--- config.mk ---
export PLATFORM = sky130hd
export DESIGN_NAME = clk_en_gen
export DESIGN_NICKNAME = d
export VERILOG_FILES = /design/src/rtl/clk_en_gen.sv
export SDC_FILE = /design/constraint.sdc
export NUM_CORES = 1
export LEC_CHECK = 0
export BUFFER_PORTS_ARGS = -buffer_cell sky130_fd_sc_hd__buf_2
export CAP_MARGIN = 25
export CORE_MARGIN = 10
export CORE_UTILIZATION = 52
export CTS_CLUSTER_DIAMETER = 80
export CTS_CLUSTER_SIZE = 16
export DETAILED_ROUTE_END_ITERATION = 12
export HOLD_SLACK_MARGIN = 0.1
export PLACE_DENSITY = 0.8
export SLEW_MARGIN = 40
export SYNTH_ARGS = -nofsm -noshare
export SYNTH_HDL_FRONTEND = slang
export SYNTH_SLANG_ARGS = --single-unit
--- constraint.sdc ---
create_clock -name clock -period 10.85 [get_ports clock]
set_clock_uncertainty 0.15 [all_clocks]
set_input_delay 2.7125 -clock clock [delete_from_list [all_inputs] [get_ports clock]]
set_output_delay 2.7125 -clock clock [all_outputs]
set_load 0.01 [all_outputs]
--- src/rtl/clk_en_gen.sv ---
// Multi-channel clock-enable generator: per-channel divided pulse, hold mask,
// enable/stall counters, deferred divisor reprogramming and global phase restart.

module clk_en_gen_ch #(
    parameter int               DIV_W     = 8,
    parameter int               CNT_W     = 64,
    parameter logic [DIV_W-1:0] DIV_RST   = 8'd4,
    parameter logic [DIV_W-1:0] PHASE_RST = '0
) (
    input  logic             clock,
    input  logic             reset_n,
    input  logic             sync_restart,
    input  logic             hold,
    input  logic             wr_en,
    input  logic [DIV_W-1:0] wr_val,
    output logic             en_raw,
    output logic             en,
    output logic             par,
    output logic [CNT_W-1:0] en_count,
    output logic [CNT_W-1:0] stall_count,
    output logic             pending
);
    localparam logic [DIV_W-1:0] ONE       = DIV_W'(1);
    localparam logic [DIV_W-1:0] D_RST_EFF = (DIV_RST == '0) ? ONE : DIV_RST;
    localparam logic [DIV_W-1:0] CNT_RST   = PHASE_RST % D_RST_EFF;

    logic [DIV_W-1:0] div_q, div_d;
    logic [DIV_W-1:0] cnt_q, cnt_d;
    logic [DIV_W-1:0] pval_q, pval_d;
    logic             pend_q, pend_d;
    logic             raw_q, raw_d;
    logic [CNT_W-1:0] en_cnt_q, en_cnt_d;
    logic [CNT_W-1:0] stall_q, stall_d;

    logic [DIV_W-1:0] d_cur, d_new, d_new_eff;
    logic             wrap;

    always_comb begin
        d_cur     = (div_q == '0) ? ONE : div_q;
        wrap      = (cnt_q == d_cur - ONE);
        d_new     = wr_en ? wr_val : (pend_q ? pval_q : div_q);
        d_new_eff = (d_new == '0) ? ONE : d_new;

        div_d    = div_q;
        cnt_d    = cnt_q;
        raw_d    = 1'b0;
        pend_d   = pend_q;
        pval_d   = wr_en ? wr_val : pval_q;
        // Counters track real time: they keep counting through hold and restart.
        en_cnt_d = en_cnt_q + CNT_W'(raw_q);
        stall_d  = stall_q + CNT_W'(raw_q & hold);

        if (sync_restart) begin
            div_d  = d_new;
            cnt_d  = PHASE_RST % d_new_eff;
            pend_d = 1'b0;
        end else begin
            cnt_d = wrap ? '0 : cnt_q + ONE;
            raw_d = wrap;
            // A write landing on a wrap edge supersedes the old value and waits a period.
            if (wr_en) begin
                pend_d = 1'b1;
            end else if (wrap && pend_q) begin
                div_d  = pval_q;
                pend_d = 1'b0;
            end
        end
    end

    always_ff @(posedge clock or negedge reset_n) begin
        if (!reset_n) begin
            div_q    <= DIV_RST;
            cnt_q    <= CNT_RST;
            pval_q   <= '0;
            pend_q   <= 1'b0;
            raw_q    <= 1'b0;
            en_cnt_q <= '0;
            stall_q  <= '0;
        end else begin
            div_q    <= div_d;
            cnt_q    <= cnt_d;
            pval_q   <= pval_d;
            pend_q   <= pend_d;
            raw_q    <= raw_d;
            en_cnt_q <= en_cnt_d;
            stall_q  <= stall_d;
        end
    end

    assign en_raw      = raw_q;
    assign en          = raw_q & ~hold;
    assign par         = en_cnt_q[0];
    assign en_count    = en_cnt_q;
    assign stall_count = stall_q;
    assign pending     = pend_q;
endmodule

module clk_en_gen #(
    parameter int                        NUM_CH     = 3,
    parameter int                        DIV_W      = 8,
    parameter int                        CNT_W      = 64,
    parameter logic [NUM_CH*DIV_W-1:0]   DIV_INIT   = {8'd24, 8'd12, 8'd4},
    parameter logic [NUM_CH*DIV_W-1:0]   PHASE_INIT = '0
) (
    input  logic                                       clock,
    input  logic                                       reset_n,
    input  logic                                       sync_restart,
    input  logic [NUM_CH-1:0]                          ch_hold,
    input  logic                                       div_wr_en,
    input  logic [$clog2(NUM_CH > 1 ? NUM_CH : 2)-1:0] div_wr_ch,
    input  logic [DIV_W-1:0]                           div_wr_val,
    output logic [NUM_CH-1:0]                          clk_en_raw,
    output logic [NUM_CH-1:0]                          clk_en,
    output logic [NUM_CH-1:0]                          cyc_par,
    output logic [NUM_CH-1:0][CNT_W-1:0]               en_count,
    output logic [NUM_CH-1:0][CNT_W-1:0]               stall_count,
    output logic [NUM_CH-1:0]                          div_pending
);
    localparam int CH_W = $clog2(NUM_CH > 1 ? NUM_CH : 2);

    for (genvar i = 0; i < NUM_CH; i++) begin : g_ch
        // Out-of-range channel numbers match no lane, so such writes vanish.
        logic wr_hit;
        assign wr_hit = div_wr_en && (div_wr_ch == CH_W'(i));

        clk_en_gen_ch #(
            .DIV_W    (DIV_W),
            .CNT_W    (CNT_W),
            .DIV_RST  (DIV_INIT[i*DIV_W +: DIV_W]),
            .PHASE_RST(PHASE_INIT[i*DIV_W +: DIV_W])
        ) u_ch (
            .clock       (clock),
            .reset_n     (reset_n),
            .sync_restart(sync_restart),
            .hold        (ch_hold[i]),
            .wr_en       (wr_hit),
            .wr_val      (div_wr_val),
            .en_raw      (clk_en_raw[i]),
            .en          (clk_en[i]),
            .par         (cyc_par[i]),
            .en_count    (en_count[i]),
            .stall_count (stall_count[i]),
            .pending     (div_pending[i])
        );
    end
endmodule

==> impl_metrics.env, run 1 <==
export IMPL_core_mm2=0.0500
export IMPL_vias_per_cell=5.71
export IMPL_max_freq_mhz=78.5
export IMPL_dp_hpwl_um=62700
export IMPL_synth_common_cells="dfrtp_1 (457), xnor2_1 (318), nand2_1 (315)"
export IMPL_fin_crit_sh=1.17
export IMPL_synth_ff_type="dfrtp_1"
export IMPL_setup_violations=24
export IMPL_cts_sinks=462
export IMPL_hold_viol_final=0
export IMPL_first_pass_iters=7
export IMPL_cts_buffers_inserted=35
export IMPL_antennaDiodeCount=0
export IMPL_cts_tree="built"
export IMPL_portBuffers=412
export IMPL_max_vdd_ir_drop_uv=284
export IMPL_violations="setup timing"
export IMPL_synth_most_common_cell="dfrtp_1"
export IMPL_synth_edf_count=0
export IMPL_final_util=0.690
export IMPL_dp_cells=4045
export IMPL_syn_to_final_growth_pct=31.6
export IMPL_root_buffer="clkbuf_16"
export IMPL_drt_iter0_drc=1683
export IMPL_outcome="complete, but fails checks"
export IMPL_clock_latency_ns=0.56
export IMPL_cp_required_ns=11.14
export IMPL_timing_hold_ws_ns=0.317
export IMPL_cp_max_fo=5
export IMPL_leakage_nw=17.5
export IMPL_worstHoldPathCells=1
export IMPL_vias=24059
export IMPL_synth_top_area_cell="dfrtp_1"
export IMPL_drive_above_1_share=0.329
export IMPL_synth_seq_cells=462
export IMPL_syn_nets=2815
export IMPL_wl_per_cell_um=20.0
export IMPL_yosys_warnings=0
export IMPL_gp_congestion=0.949
export IMPL_die_height_um=245
export IMPL_grt_overflow=0
export IMPL_synth_area_leaders="dfrtp_1 (44%), xnor2_1 (11%), ha_1 (5.0%)"
export IMPL_worstMarginPinSlew_ns=0.934
export IMPL_slew_headroom=0.371
export IMPL_yosys_area_top_type_share=0.436
export IMPL_cellPowerDensity_mw_per_mm2=235
export IMPL_grt_max_degree=144
export IMPL_io_pin_count=413
export IMPL_rsz0062_at_grt="yes"
export IMPL_antenna_found_initial=1
export IMPL_async_reset_ff_frac=1.00
export IMPL_grt_use_total=0.267
export IMPL_power_w=0.00811
export IMPL_final_min_clock_period_ns=12.73
export IMPL_dp_slack_ns=-2.54
export IMPL_clkTransAtPathRegs_ns=0.07
export IMPL_route_detailed_drc=0
export IMPL_netlist_instances=2693
export IMPL_start_util=0.525
export IMPL_ant_nets=0
export IMPL_arrival_ns=13.03
export IMPL_synth_cell_area_mm2=0.0262
export IMPL_yosysSeqAreaShare=0.441
export IMPL_fill_cells=3576
export IMPL_synth_area_per_cell_um2=9.73
export IMPL_final_nets=3651
export IMPL_max_cap_violations=0
export IMPL_dieArea_mm2=0.0598
export IMPL_grt_pass1_vias=24140
export IMPL_fin_cells=4214
export IMPL_cp_common_cell="buf_4"
export IMPL_cp_end_kind="flip-flop"
export IMPL_rows=82
export IMPL_die_w_um=245
export IMPL_startpoint_type="input pin"
export IMPL_synthDistinctLibCells=93
export IMPL_drt_wl_total_um=84300
export IMPL_cp_slowest_cell="or3_4"
export IMPL_cpPeakStageDelay_ns=0.38
export IMPL_reg2reg_depth=59
export IMPL_cts_path_max_buffers=3
export IMPL_min_path_type="flip-flop to flip-flop"
export IMPL_drv_slew=0
export IMPL_worst_slack_ns=-1.88
export IMPL_path_class="input pin to flip-flop"
export IMPL_htreeDepth=2
export IMPL_grt_pass1_wl_um=131000
flip-flops by register name, indices dropped and copies added (netlist names):
| register | count |
|---|---|
| g_ch.u_ch.pending | 3 |
| g_ch.u_ch.div_q | 24 |
| g_ch.u_ch.pval_q | 24 |
| g_ch.u_ch.stall_count | 192 |
| g_ch.u_ch.cnt_q | 24 |
| g_ch.u_ch.en_count | 192 |
| g_ch.u_ch.en_raw | 3 |
metrics by stage:
stage,area [um^2],setup TNS (ns)
2_1_floorplan,26800,-46.27
3_3_place_gp,31800,-45.64
4_1_cts,33900,-31.73
3_5_place_dp,31800,-55.51
6_report,34500,-38.65
5_1_grt,34500,-50.80
final timing paths:
path / start / to / slack (ns)
max in group asynchronous: reset_n / g_ch[2].u_ch.en_count[34] / 7.22
hold / removal: g_ch[2].u_ch.en_count[63] / g_ch[2].u_ch.en_count[63] / 0.32
setup reg to reg: g_ch[2].u_ch.pending / g_ch[2].u_ch.cnt_q[6] / -0.33
min in group asynchronous: reset_n / g_ch[1].u_ch.stall_count[61] / 1.92
setup / recovery: div_wr_ch[0] / g_ch[2].u_ch.cnt_q[6] / -1.88
hold reg to reg: g_ch[2].u_ch.en_count[63] / g_ch[2].u_ch.en_count[63] / 0.32
worst max-delay path, delay by kind of cell:
| family | cells | cell delay [ns] |
|---|---|---|
| AOI/OAI and AO/OA | 27 | 4.59 |
| muxes | 2 | 0.61 |
| and+or+nand+nor | 12 | 1.95 |
| buffers and inverters | 13 | 1.27 |
| adders and majority gates | 7 | 1.88 |
routing by layer:
layer	track usage	wire length, um	up-vias
met3	0.0547	5980	214
met4	0.112	3720	2
met5	0	13	-
met2	0.468	42200	853
met1	0.313	32400	11882
li1	-	-	11108
cell type report:
cell class | count | area [um^2] | area share
Clock buffer | 44 | 931 | 0.0270
Clock inverter | 6 | 76.3 | 0.00221
Inverter | 66 | 253 | 0.00733
Multi-Input combinational cell | 2091 | 15200 | 0.440
Sequential cell | 462 | 11600 | 0.335
Tap cell | 672 | 841 | 0.0244
Timing Repair Buffer | 873 | 5650 | 0.164
logic make-up (layout without fill, tap and decap cells):
kind of cell	Yosys count	in the layout	synth area share
flip-flops	462	462	0.441
adder cells (fa/ha/maj)	105	105	0.0501
AND/OR/NAND/NOR	1081	1081	0.205
AO/OA/AOI/OAI	370	370	0.0946
buffers and inverters	140	989	0.0244
XOR/XNOR	457	457	0.153
multiplexers	78	78	0.0318
layout by cell type (no fill, tap or decap), drive strengths merged, types with 26 or more instances in the layout:
master / count
o21a: 41
xnor2: 318
and3: 92
buf: 873
o21ai: 117
xor2: 139
nor2: 196
mux2: 36
dfrtp: 457
nor3: 66
inv: 67
nand4: 66
nand2: 315
a21oi: 55
and2: 30
and4: 26
ha: 105
nand3: 174
mux2i: 42
clkbuf: 44
timing repair:
action,4_1_cts,5_1_grt
setup buffers,85,33
hold buffers,0,0
endpoints found under the setup margin,24,24
gates resized for setup,81,72
pin swaps,90,69
report_power, final:
group	switching, W	total, W	internal, W
Sequential	0.000131	0.00195	0.00182
Clock	0.000608	0.00124	0.000632
Combinational	0.00230	0.00491	0.00261
Total	0.00304	0.00811	0.00507
Note: power is estimated with default switching activity, not from simulation.
==> run 2: changes to the inputs <==
TNS_END_PERCENT = 50   (was not set)
clock period = 10.56 ns   (was 10.85 ns; I/O delays follow)
==> impl_metrics.env, run 2 (synthesis results as in run 1) <==
export IMPL_outcome="complete, but fails checks"
export IMPL_violations="setup timing"
export IMPL_worstMarginPinSlew_ns=0.866
export IMPL_cts_path_max_buffers=3
export IMPL_max_freq_mhz=80.6
export IMPL_cts_sinks=462
export IMPL_cp_end_kind="flip-flop"
export IMPL_min_path_type="flip-flop to flip-flop"
export IMPL_drv_slew=0
export IMPL_final_util=0.684
export IMPL_portBuffers=412
export IMPL_power_w=0.00802
export IMPL_worst_slack_ns=-1.84
export IMPL_first_pass_iters=5
export IMPL_final_cell_mix="dfrtp_1 (457), buf_4 (414), buf_2 (409)"
export IMPL_cp_slowest_cell="mux2_2"
export IMPL_dp_hpwl_um=62200
export IMPL_grt_pass1_vias=23845
export IMPL_rsz0062_at_grt="yes"
export IMPL_max_cap_violations=0
export IMPL_crit_buf_inv=5
export IMPL_io_pin_count=413
export IMPL_max_vdd_ir_drop_uv=267
export IMPL_fin_crit_sh=1.17
export IMPL_core_mm2=0.0500
export IMPL_htreeDepth=2
export IMPL_crit_family="compound AO/OA/AOI/OAI gates"
export IMPL_slew_headroom=0.416
export IMPL_final_common_cell="dfrtp_1"
export IMPL_arrival_ns=12.68
export IMPL_final_nets=3625
export IMPL_vias=23864
export IMPL_postCtsHoldBufs=0
export IMPL_grt_pass1_wl_um=130000
export IMPL_fill_cells=3583
export IMPL_tns_ns=-39.10
export IMPL_setup_violations=24
export IMPL_gp_congestion=0.913
export IMPL_grt_use_total=0.264
export IMPL_multi_input_area_mm2=0.0151
export IMPL_drt_wl_total_um=82800
export IMPL_cp_max_fo=6
export IMPL_die_height_um=245
export IMPL_route_detailed_drc=0
export IMPL_cp_common_cell="o21ai_2"
export IMPL_root_buffer="clkbuf_16"
export IMPL_dieArea_mm2=0.0598
export IMPL_die_w_um=245
export IMPL_syn_to_final_growth_pct=30.5
export IMPL_wl_per_cell_um=19.8
export IMPL_ant_nets=0
export IMPL_cellPowerDensity_mw_per_mm2=234
export IMPL_hold_viol_final=0
export IMPL_cts_buffers_inserted=35
export IMPL_dp_slack_ns=-2.68
export IMPL_drt_iter0_drc=1667
export IMPL_cp_required_ns=10.84
export IMPL_grt_max_degree=136
export IMPL_leakage_nw=17.3
export IMPL_final_min_clock_period_ns=12.40
export IMPL_path_class="input pin to flip-flop"
export IMPL_seq_area_mm2=0.0116
export IMPL_grt_overflow=0
export IMPL_clkTransAtPathRegs_ns=0.07
export IMPL_vias_per_cell=5.70
export IMPL_cpPeakStageDelay_ns=0.35
export IMPL_start_util=0.525
export IMPL_rows=82
export IMPL_startpoint_type="input pin"
export IMPL_clock_latency_ns=0.56
export IMPL_cts_tree="built"
export IMPL_antenna_found_initial=2
export IMPL_drive_above_1_share=0.320
-- run 2: cell count changes in the layout (fill, tap and decap cells not counted), sizes merged --
cell,before,now
clkbuf,44,45
or3b,6,7
bufinv,1,0
clkinvlp,1,0
diode,0,1
buf,873,846
-- run 2: final timing paths --
path / from / depth (start not counted) / end / slack, ns
min reg2reg: g_ch[0].u_ch.stall_count[63] / 1 / g_ch[0].u_ch.stall_count[63] / 0.32
max reg2reg: g_ch[2].u_ch.pending / 55 / g_ch[2].u_ch.cnt_q[7] / -0.19
min in group asynchronous: reset_n / 1 / g_ch[2].u_ch.stall_count[32] / 1.81
max in group asynchronous: reset_n / 4 / g_ch[1].u_ch.stall_count[34] / 6.86
min: g_ch[0].u_ch.stall_count[63] / 1 / g_ch[0].u_ch.stall_count[63] / 0.32
max: div_wr_ch[0] / 56 / g_ch[2].u_ch.cnt_q[7] / -1.84
-- run 2: worst reg2reg max path: cells and delay by family, from the launching register on --
kind	cells	cell delay, ns
compound gates	32	5.33
fa+ha+maj	7	1.78
simple gates	9	1.48
mux	3	0.95
buf+inv	4	0.51
flops	1	0.47
-- run 2: area by class of cell --
type,instances,share of cell area
Multi-Input combinational cell,2092,0.441
Antenna cell,1,0.0000732
Timing Repair Buffer,846,0.160
Clock inverter,4,0.00135
Sequential cell,462,0.338
Inverter,66,0.00739
Clock buffer,45,0.0276
Tap cell,672,0.0246
-- run 2: timing repair --
item                                    in CTS  in global routing
hold endpoints to repair                     0                  0
endpoints found under the setup margin      24                 24
pin swaps                                   78                 72
gates resized for setup                     72                 72
cloned                                       1                  1
buffers inserted                            60                 36
-- run 2: report_power, final --
group	internal [W]	leakage, nW	switching (W)
combinational	0.00253	10.5	0.00223
clock	0.000632	0.483	0.000620
sequential	0.00187	6.31	0.000129
-- run 2: metal layers --
metal / wire length, um / GRT usage / part of all wire
met4: 3390 / 0.102 / 0.041
met1: 31500 / 0.310 / 0.38
met3: 6030 / 0.0506 / 0.073
met2: 41900 / 0.471 / 0.51
met5: 13 / 0 / 0.00016
-- run 2: per-stage QoR --
stage / hold WS [ns] / area (um^2) / std cells
2_1_floorplan: 0.316 / 26700 / 2693
3_3_place_gp: 0.301 / 31700 / 4040
3_5_place_dp: 0.307 / 31800 / 4042
4_1_cts: 0.320 / 33600 / 4151
5_1_grt: 0.345 / 34200 / 4187
6_report: 0.317 / 34200 / 4188
